File: config.mk
export PLATFORM = sky130hd
export DESIGN_NAME = gh_int_priority_encode_8to3
export DESIGN_NICKNAME = d
export VERILOG_FILES = /design/src/rtl/gh_int_priority_encode_8to3.sv
export SDC_FILE = /design/constraint.sdc
export NUM_CORES = 1
export LEC_CHECK = 0
export BUFFER_PORTS_ARGS = -buffer_cell sky130_fd_sc_hd__clkbuf_2
export CORE_MARGIN = 2
export CORE_UTILIZATION = 25
export DETAILED_ROUTE_END_ITERATION = 10
export PLACE_DENSITY = 0.57
export SETUP_SLACK_MARGIN = 0.2
export SYNTH_ARGS = -nofsm -noshare
export SYNTH_HDL_FRONTEND = slang
export SYNTH_SLANG_ARGS = --single-unit
File: constraint.sdc
create_clock -name clk -period 1.09 [get_ports clk]
set_input_delay 0.218 -clock clk [delete_from_list [all_inputs] [get_ports clk]]
set_output_delay 0.218 -clock clk [all_outputs]
set_load 0.02 [all_outputs]
File: src/rtl/gh_int_priority_encode_8to3.sv
// Registered 8-to-3 priority encoder with per-source pending latches and ack handshake.
// Bit 7 is highest priority; EDGE_MASK selects rising-edge (1) or level (0) capture per bit.
module gh_int_priority_encode_8to3 #(
  parameter logic [7:0] EDGE_MASK = 8'hFF
) (
  input  logic       clk,
  input  logic       rst_n,
  input  logic [7:0] irq,
  input  logic [7:0] irq_en,
  input  logic       ack,
  output logic [2:0] irq_id,
  output logic       irq_valid,
  output logic       int_n,
  output logic [7:0] pending
);

  logic [7:0] irq_q;
  logic [7:0] rise;
  logic [7:0] clr;
  logic [7:0] pending_nxt;
  logic [7:0] masked;
  logic [2:0] id_nxt;

  assign rise = irq & ~irq_q;

  // NOTE: every signal assigned in always_comb gets a default first, so no path leaves it unassigned (no latch).
  always_comb begin
    clr = '0;
    if (ack && irq_valid) clr[irq_id] = 1'b1;
  end

  // Edge bits: a new rising edge wins over a coincident clear. Level bits just follow the input.
  assign pending_nxt = (EDGE_MASK & (rise | (pending & ~clr))) | (~EDGE_MASK & irq);

  assign masked = pending & irq_en;

  // Ascending scan: the last hit is the highest set bit.
  always_comb begin
    id_nxt = 3'd0;
    for (int i = 0; i < 8; i++) begin
      if (masked[i]) id_nxt = 3'(i);
    end
  end

  // NOTE: sequential state uses non-blocking assignments so all registers update from pre-edge values.
  always_ff @(posedge clk) begin
    if (!rst_n) begin
      irq_q     <= 8'h00;
      pending   <= 8'h00;
      irq_id    <= 3'd0;
      irq_valid <= 1'b0;
      int_n     <= 1'b1;
    end else begin
      irq_q     <= irq;
      pending   <= pending_nxt;
      irq_id    <= id_nxt;
      irq_valid <= |masked;
      int_n     <= ~|masked;
    end
  end

endmodule

* Yosys cells after proc, flatten, opt, wreduce, memory -nomap -nowiden
Index checks and enable logic that the tools add are counted.
W data, S select, Z words.
** Storage, ports and cells
- Register bits after elaboration :: 21
- Bits of input ports :: 19
- Output and inout port bits :: 13
- Word-level logic and storage cells :: 27
** Cells by class
- Order comparisons :: 2
- Mux-type cells :: 10
- Bitwise logic cells :: 6
- Reductions and logical operators :: 4
** Operator list (number)
- $and A8 B8 Y8 :: 3
- $not A8 Y8 :: 2
- $mux W3 :: 5
- $mux W8 :: 1
- $or A8 B8 Y8 :: 1
- $reduce_or A8 Y1 :: 1
- $lt A3 B4 Y1 const B :: 1
- $demux W1 S3 :: 1
- $ge A3 B1 Y1 const B :: 1
- $logic_and A1 B1 Y1 :: 2
- $mux W1 :: 2
- $mux W2 :: 1
- $logic_not A1 Y1 :: 1

* Longest topological paths before layout
Gate-level depths: netlist (run 1).
- Word-level depth :: 8
- Mapped depth :: 4
- Gate-level depth less buffers :: 3

* Least setup slack after synthesis (run 1)
Ideal clock, no wire load.
- Path kind :: register to register
- Start :: reg pending[7]
- End :: reg irq_valid
- Library setup time :: 115 ps
- Arrival time :: 888 ps
- Required time :: 975 ps
- Slack :: 87 ps
- Cell stages (with the launch flop) :: 4
- Buffers on the path :: 0
- Clock period less this slack :: 1003 ps
- Cell sequence :: dfxtp_1 a22oi_2 nand3_2 o21a_1
** On the way
- Cells in the longest elaborated chain, start to end :: 2
** Ends and longest elaborated chain
- start: declaration :: RTL line 14 : output logic [7:0] pending
- start signal: assignment :: RTL line 55 : pending <= pending_nxt;
- $and A8 B8 Y8 :: RTL line 35 : assign masked = pending & irq_en;
- $reduce_or A8 Y1 :: RTL line 57 : irq_valid <= |masked;
- end signal: assignment :: RTL line 57
- end: declaration :: RTL line 12 : output logic irq_valid,
No other way between the ends.
A chain may end at the register's enable or synchronous reset.

* Worst setup path after layout (run 1)
- Start :: reg pending[2]
- End :: out pending[2]
No word-level cell between the ends.

==> results.py, run 1 <==
metrics = {
    "outcome": {
        "status": "complete, no violations",
    },
    "sta": {
        "hold_viol": 0,
        "setup_violations": 0,
        "maxSlewHeadroom_pct": 78.2,
        "skew_ns": 0.00232,
        "grt_setup_unrepaired": "yes",
        "finalSetupTns_ns": 0,
        "tightest_slew_ns": 0.327,
        "min_period_over_period_pct": 94.5,
        "clock.fmax_ghz": 0.971,
        "slew_violations": 0,
        "period_minus_slack_ns": 1.03,
    },
    "worst_setup_path": {
        "path_max_fanout": 4,
        "critPathTopFamily": "flip-flops",
        "crit_chain": "buf_8",
        "path_depth": 1,
        "required_ns": 0.87,
        "slowest_stage": "dfxtp_4",
        "crit_path_max_incr_delay_ns": 0.38,
        "startpoint_type": "flip-flop",
        "critical_path_class": "reg -> out",
        "cp.arrival_ns": 0.81,
        "r2r_cells": 4,
        "worstSetupEndpointType": "primary output",
        "crit_buf_inv": 1,
    },
    "global_route": {
        "grt_pass1_vias": 698,
        "grt-busiest-layer": "met2",
        "grt_remaining_overflow": 0,
        "grt_first_pass_wirelength_um": 3130,
        "grtUsageMet3_pct": 2.60,
        "track_usage_pct": 11.9,
        "grt_max_degree": 20,
        "antenna_found_initial": 0,
        "grt_use_met1_pct": 14.4,
        "met2_usage_pct": 20.3,
    },
    "synth": {
        "yosys.area.top_type": "dfxtp_1",
        "synth_fp_nets": 100,
        "ys_types": 23,
        "synth_edf_count": 0,
        "ys_seq_area_share_pct": 53.6,
        "syn_avg_cell_area_um2": 9.69,
        "ys_warn_count": 0,
        "ys.flop_type": "dfxtp_1",
        "syn_area_um2": 785,
        "synth_top_cell_area_share_pct": 53.6,
        "synthTopCellsByArea": "dfxtp_1 54%, and2_1 6.4%, nand2b_1 6.4%, a21boi_1 4.8%, o21ai_0 4.5%",
        "async_flop_share_pct": 0,
        "synth_seq_cells": 21,
        "synthCells": 81,
    },
    "clock_network": {
        "cts-root-buf": "clkbuf_4",
        "cts_tree": "done",
        "cts_num_sinks": 21,
        "clk_latency_ns": 0.30,
        "cts_max_level": 1,
        "cts_buffer_depth": 2,
        "clk_pin_slew_ns": 0.11,
        "numCtsBuffers": 3,
    },
    "floorplanning": {
        "core_mm2": 0.00303,
        "die_area_mm2": 0.00360,
        "io_pins": 32,
        "die_w_um": 60.0,
        "rows": 20,
        "die_h_um": 60.0,
        "start_util_pct": 25.9,
    },
    "min_path": {
        "hp-class": "in -> reg",
        "holdPathStages": 2,
    },
    "drt": {
        "avgViaCountPerCell": 4.43,
        "antenna_left": 0,
        "drt_iter0_drc": 16,
        "drc": 0,
        "drt-pass1-iter-count": 4,
        "wirelength_um": 2180,
        "vias": 758,
        "wl_per_cell_um": 12.8,
    },
    "final_layout": {
        "final_nets": 147,
        "n_antenna_cell": 0,
        "drive_gt1_share_pct": 59.1,
        "fillers": 278,
        "syn_to_final_growth_pct": 71.9,
    },
    "power_and_ir_drop": {
        "max-vdd-ir-drop_uv": 377,
        "p_clk_share_pct": 21.6,
        "p_per_area_mw_per_mm2": 1270,
        "seq_power_share_pct": 51.7,
        "comb_power_share_pct": 26.7,
        "p_leak_nw": 0.576,
        "p_total_w": 0.00171,
        "sw_frac_of_total_pct": 27.8,
        "p_sw_w": 0.000476,
        "power.internal_w": 0.00123,
    },
    "place": {
        "io_buffers": 31,
        "place_congestion": 0.936,
        "hpwl_um": 1470,
    },
    "run": {
        "drv_cap": 0,
    },
}
==> metal layers <==
metal,up-vias,part of all wire (%)
met1,349,43
met4,0,1.1
met3,4,7.7
met5,-,0
li1,376,-
met2,29,49
==> layout make-up <==
cell class	instances	area, um2	area share, %
sequential	21	452	33.5
multi-input combinational	57	412	30.5
timing repair buffer	44	400	29.7
tap	44	55.1	4.08
clock buffer	4	26.3	1.95
inverter	1	3.75	0.278
==> cells in the mapped netlist, types with 2 or more instances <==
library cell  count
a21boi_1          5
a21oi_1           2
a22oi_1           2
a32oi_1           2
and2_1            8
dfxtp_1          21
nand2_1           6
nand2b_1          8
nand3_1           2
nand3b_1          2
nor2_1            2
nor2b_1           2
nor4_1            2
o21ai_0           7
o21ai_1           2
==> power groups by stage <==
stage	clock [W]	combinational (W)	sequential (W)
detailed placement	0	0.000259	0.000896
finish	0.000369	0.000457	0.000884
floorplan	0	0.000107	0.000936
CTS	0.000387	0.000408	0.000873
global placement	0	0.000256	0.000894
global route	0.000422	0.000490	0.000891
==> repair_timing <==
item	4_1_cts	5_1_grt
hold buffers	0	0
endpoints found under the setup margin	22	26
buffers inserted	10	3
pin swaps	8	8
resized for setup	45	26
cloned	0	0
==> cell families (layout without fill, tap and decap cells) <==
family	Yosys count	after routing	share of synthesized area, %
AO/OA/AOI/OAI	24	24	20.1
buffers and inverters	3	49	2.07
flip-flops	21	21	53.6
AND/OR/NAND/NOR	33	33	24.2
==> sequential cells by signal, indices dropped and copies added, names as in the netlist <==
| name | count |
|---|---|
| irq_q | 8 |
| pending | 8 |
| irq_id | 3 |
| int_n | 1 |
| irq_valid | 1 |
==> per-stage QoR <==
stage          std cells  utilization (%)  cell area, um2  hold WS, ns  worst slack, ns
2_1_floorplan         81                -             797        0.340            0.166
3_3_place_gp         154             32.9             995        0.437            0.153
3_5_place_dp         154             32.9             995        0.441            0.135
4_1_cts              168             41.7            1260        0.117           0.0257
5_1_grt              171             44.5            1350        0.117           0.0249
6_report             171             44.5            1350        0.124           0.0601
==> layout by cell type, fill, tap and decap left out, drive strengths merged, types with 3 or more instances in the layout <==
cell type and count:
a22oi 3, and2 8, nand3 3, clkbuf 23, nand2 6, dfxtp 21, o21ai 9, buf 25
nand2b 8, a21boi 5
==> worst paths after layout <==
kind / end / slack, ns / start
max: pending[2] / 0.06 / pending[2]$_SDFF_PN0_
min: irq_q[5]$_SDFF_PN0_ / 0.12 / irq[5]
max reg2reg: pending[0]$_SDFF_PN0_ / 0.09 / irq_valid$_SDFF_PN0_
min reg2reg: pending[2]$_SDFF_PN0_ / 0.48 / irq_q[2]$_SDFF_PN0_
Note: power is estimated with default switching activity, not from simulation.
==> inputs of run 2 (changes only) <==
- REMOVE_ABC_BUFFERS: default -> 1
==> run 2 against run 1 <==
  * Routed wire length decreased by 5.0%
  * Sequential cell count unchanged
  * Global-route usage increased by 0.85 points
  * Clock skew decreased by 0.0017 ns
  * Sequential share of layout area decreased by 0.40 points
==> results.py, run 2 (synthesized netlist as in run 1, its figures left out) <==
metrics = {
    "sta": {
        "hold_viol": 0,
        "clock.fmax_ghz": 0.953,
        "slew_violations": 0,
        "setup_violations": 0,
        "maxSlewHeadroom_pct": 79.6,
        "min_period_over_period_pct": 96.3,
        "grt_setup_unrepaired": "yes",
        "skew_ns": 0.000671,
        "tightest_slew_ns": 0.306,
        "finalWorstSetupSlack_ns": 0.0401,
        "period_minus_slack_ns": 1.05,
    },
    "floorplanning": {
        "start_util_pct": 25.9,
        "die_area_mm2": 0.00360,
        "die_w_um": 60.0,
        "die_h_um": 60.0,
        "rows": 20,
        "core_mm2": 0.00303,
        "io_pins": 32,
    },
    "clock_network": {
        "cts_buffer_depth": 2,
        "cts_num_sinks": 21,
        "numCtsBuffers": 3,
        "clk_latency_ns": 0.29,
        "clk_pin_slew_ns": 0.11,
        "cts_max_level": 1,
        "cts_tree": "done",
        "cts-root-buf": "clkbuf_4",
    },
    "power_and_ir_drop": {
        "max-vdd-ir-drop_uv": 428,
        "p_per_area_mw_per_mm2": 1250,
        "p_leak_nw": 0.579,
        "p_total_w": 0.00170,
    },
    "worst_setup_path": {
        "critical_path_class": "reg -> reg",
        "slowest_stage": "dfxtp_2",
        "worstSetupEndpointType": "flip-flop",
        "required_ns": 1.28,
        "cp.arrival_ns": 1.24,
        "path_max_fanout": 4,
        "crit_path_max_incr_delay_ns": 0.35,
        "crit_chain": "nand3b_1 > nor4_2 > nor2_1",
        "startpoint_type": "flip-flop",
    },
    "drt": {
        "route.met3.wl_um": 117,
        "wirelength_um": 2070,
        "drc": 0,
        "drt_iter0_drc": 29,
        "met2_length_um": 995,
        "highest_layer": "met3",
        "drt-pass1-iter-count": 4,
        "wl_per_cell_um": 12.2,
        "wl_met1_um": 959,
        "avgViaCountPerCell": 4.41,
        "vias": 749,
        "antenna_left": 0,
    },
    "place": {
        "pre_cts_ws_ns": 0.106,
        "dp_cells": 154,
        "io_buffers": 31,
        "place_congestion": 0.897,
        "hpwl_um": 1400,
    },
    "run": {
        "drv_cap": 0,
    },
    "global_route": {
        "track_usage_pct": 12.8,
        "grt_remaining_overflow": 0,
        "grt_pass1_vias": 766,
        "grt_max_degree": 20,
        "grt_first_pass_wirelength_um": 3430,
        "antenna_found_initial": 0,
    },
    "final_layout": {
        "drive_gt1_share_pct": 59.5,
        "n_antenna_cell": 0,
        "final_nets": 146,
        "multi_input_area_um2": 427,
        "final_common_cell": "clkbuf_2",
        "reg_top3": "irq_q (8), pending (8), irq_id (3)",
        "seq_area_um2": 449,
        "final_cell_mix": "18 x clkbuf_2, 11 x buf_8",
        "fin_cells": 170,
        "syn_to_final_growth_pct": 73.0,
        "fillers": 290,
    },
    "min_path": {
        "hp-class": "in -> reg",
    },
    "outcome": {
        "status": "complete, no violations",
    },
}
run 2: cell count changes in the layout (fill, tap and decap cells not counted), sizes merged:
cell,previous run,this run
buf,25,24
run 2: through the flow:
stage | hold WS, ns | setup TNS [ns] | area (um2) | util [%]
detailed placement | 0.443 | 0 | 982 | 32.4
global route | 0.136 | -0.0385 | 1360 | 44.8
floorplan | 0.298 | 0 | 772 | -
global placement | 0.437 | 0 | 982 | 32.4
CTS | 0.127 | 0 | 1260 | 41.7
finish | 0.136 | 0 | 1360 | 44.8
run 2: per-layer routing:
metal | up-vias | track usage [%]
met3 | 0 | 2.38
met5 | - | 0
met1 | 344 | 16.8
met4 | 0 | 4.76
met2 | 28 | 20.7
li1 | 377 | -
run 2: path summary, 6_finish.rpt:
kind	from	to	slack, ns	cells past startpoint
hold / removal	irq[1]	irq_q[1]$_SDFF_PN0_	0.14	2
setup / recovery	irq_id[0]$_SDFF_PN0_	pending[0]$_SDFF_PN0_	0.04	3
hold reg to reg	irq_q[3]$_SDFF_PN0_	pending[3]$_SDFF_PN0_	0.48	2
setup reg to reg	irq_id[0]$_SDFF_PN0_	pending[0]$_SDFF_PN0_	0.04	3
run 2: what timing repair did:
item	CTS	global route
endpoints found under the hold margin	0	0
hold buffers	0	0
endpoints found under the setup margin	25	26
resized for setup	55	26
pin swaps	8	5
setup buffers	8	4
run 2: power breakdown:
part           total [W]  leakage (nW)  internal [W]  switching [W]
logic           0.000462         0.384      0.000259       0.000203
clock network   0.000352        0.0150      0.000142       0.000210
registers       0.000882         0.180      0.000831      0.0000505
total            0.00170         0.579       0.00123       0.000463
run 2: area by class of cell:
cell class | count | area share, %
multi-input combinational | 57 | 31.4
clock buffer | 4 | 1.94
tap | 44 | 4.06
sequential | 21 | 33.1
inverter | 1 | 0.276
timing repair buffer | 43 | 29.2
run 2: worst max-delay path, delay by kind of cell, from the launching register on:
kind	cells	cell delay, ns
and+or+nand+nor	3	0.60
DFF	1	0.35
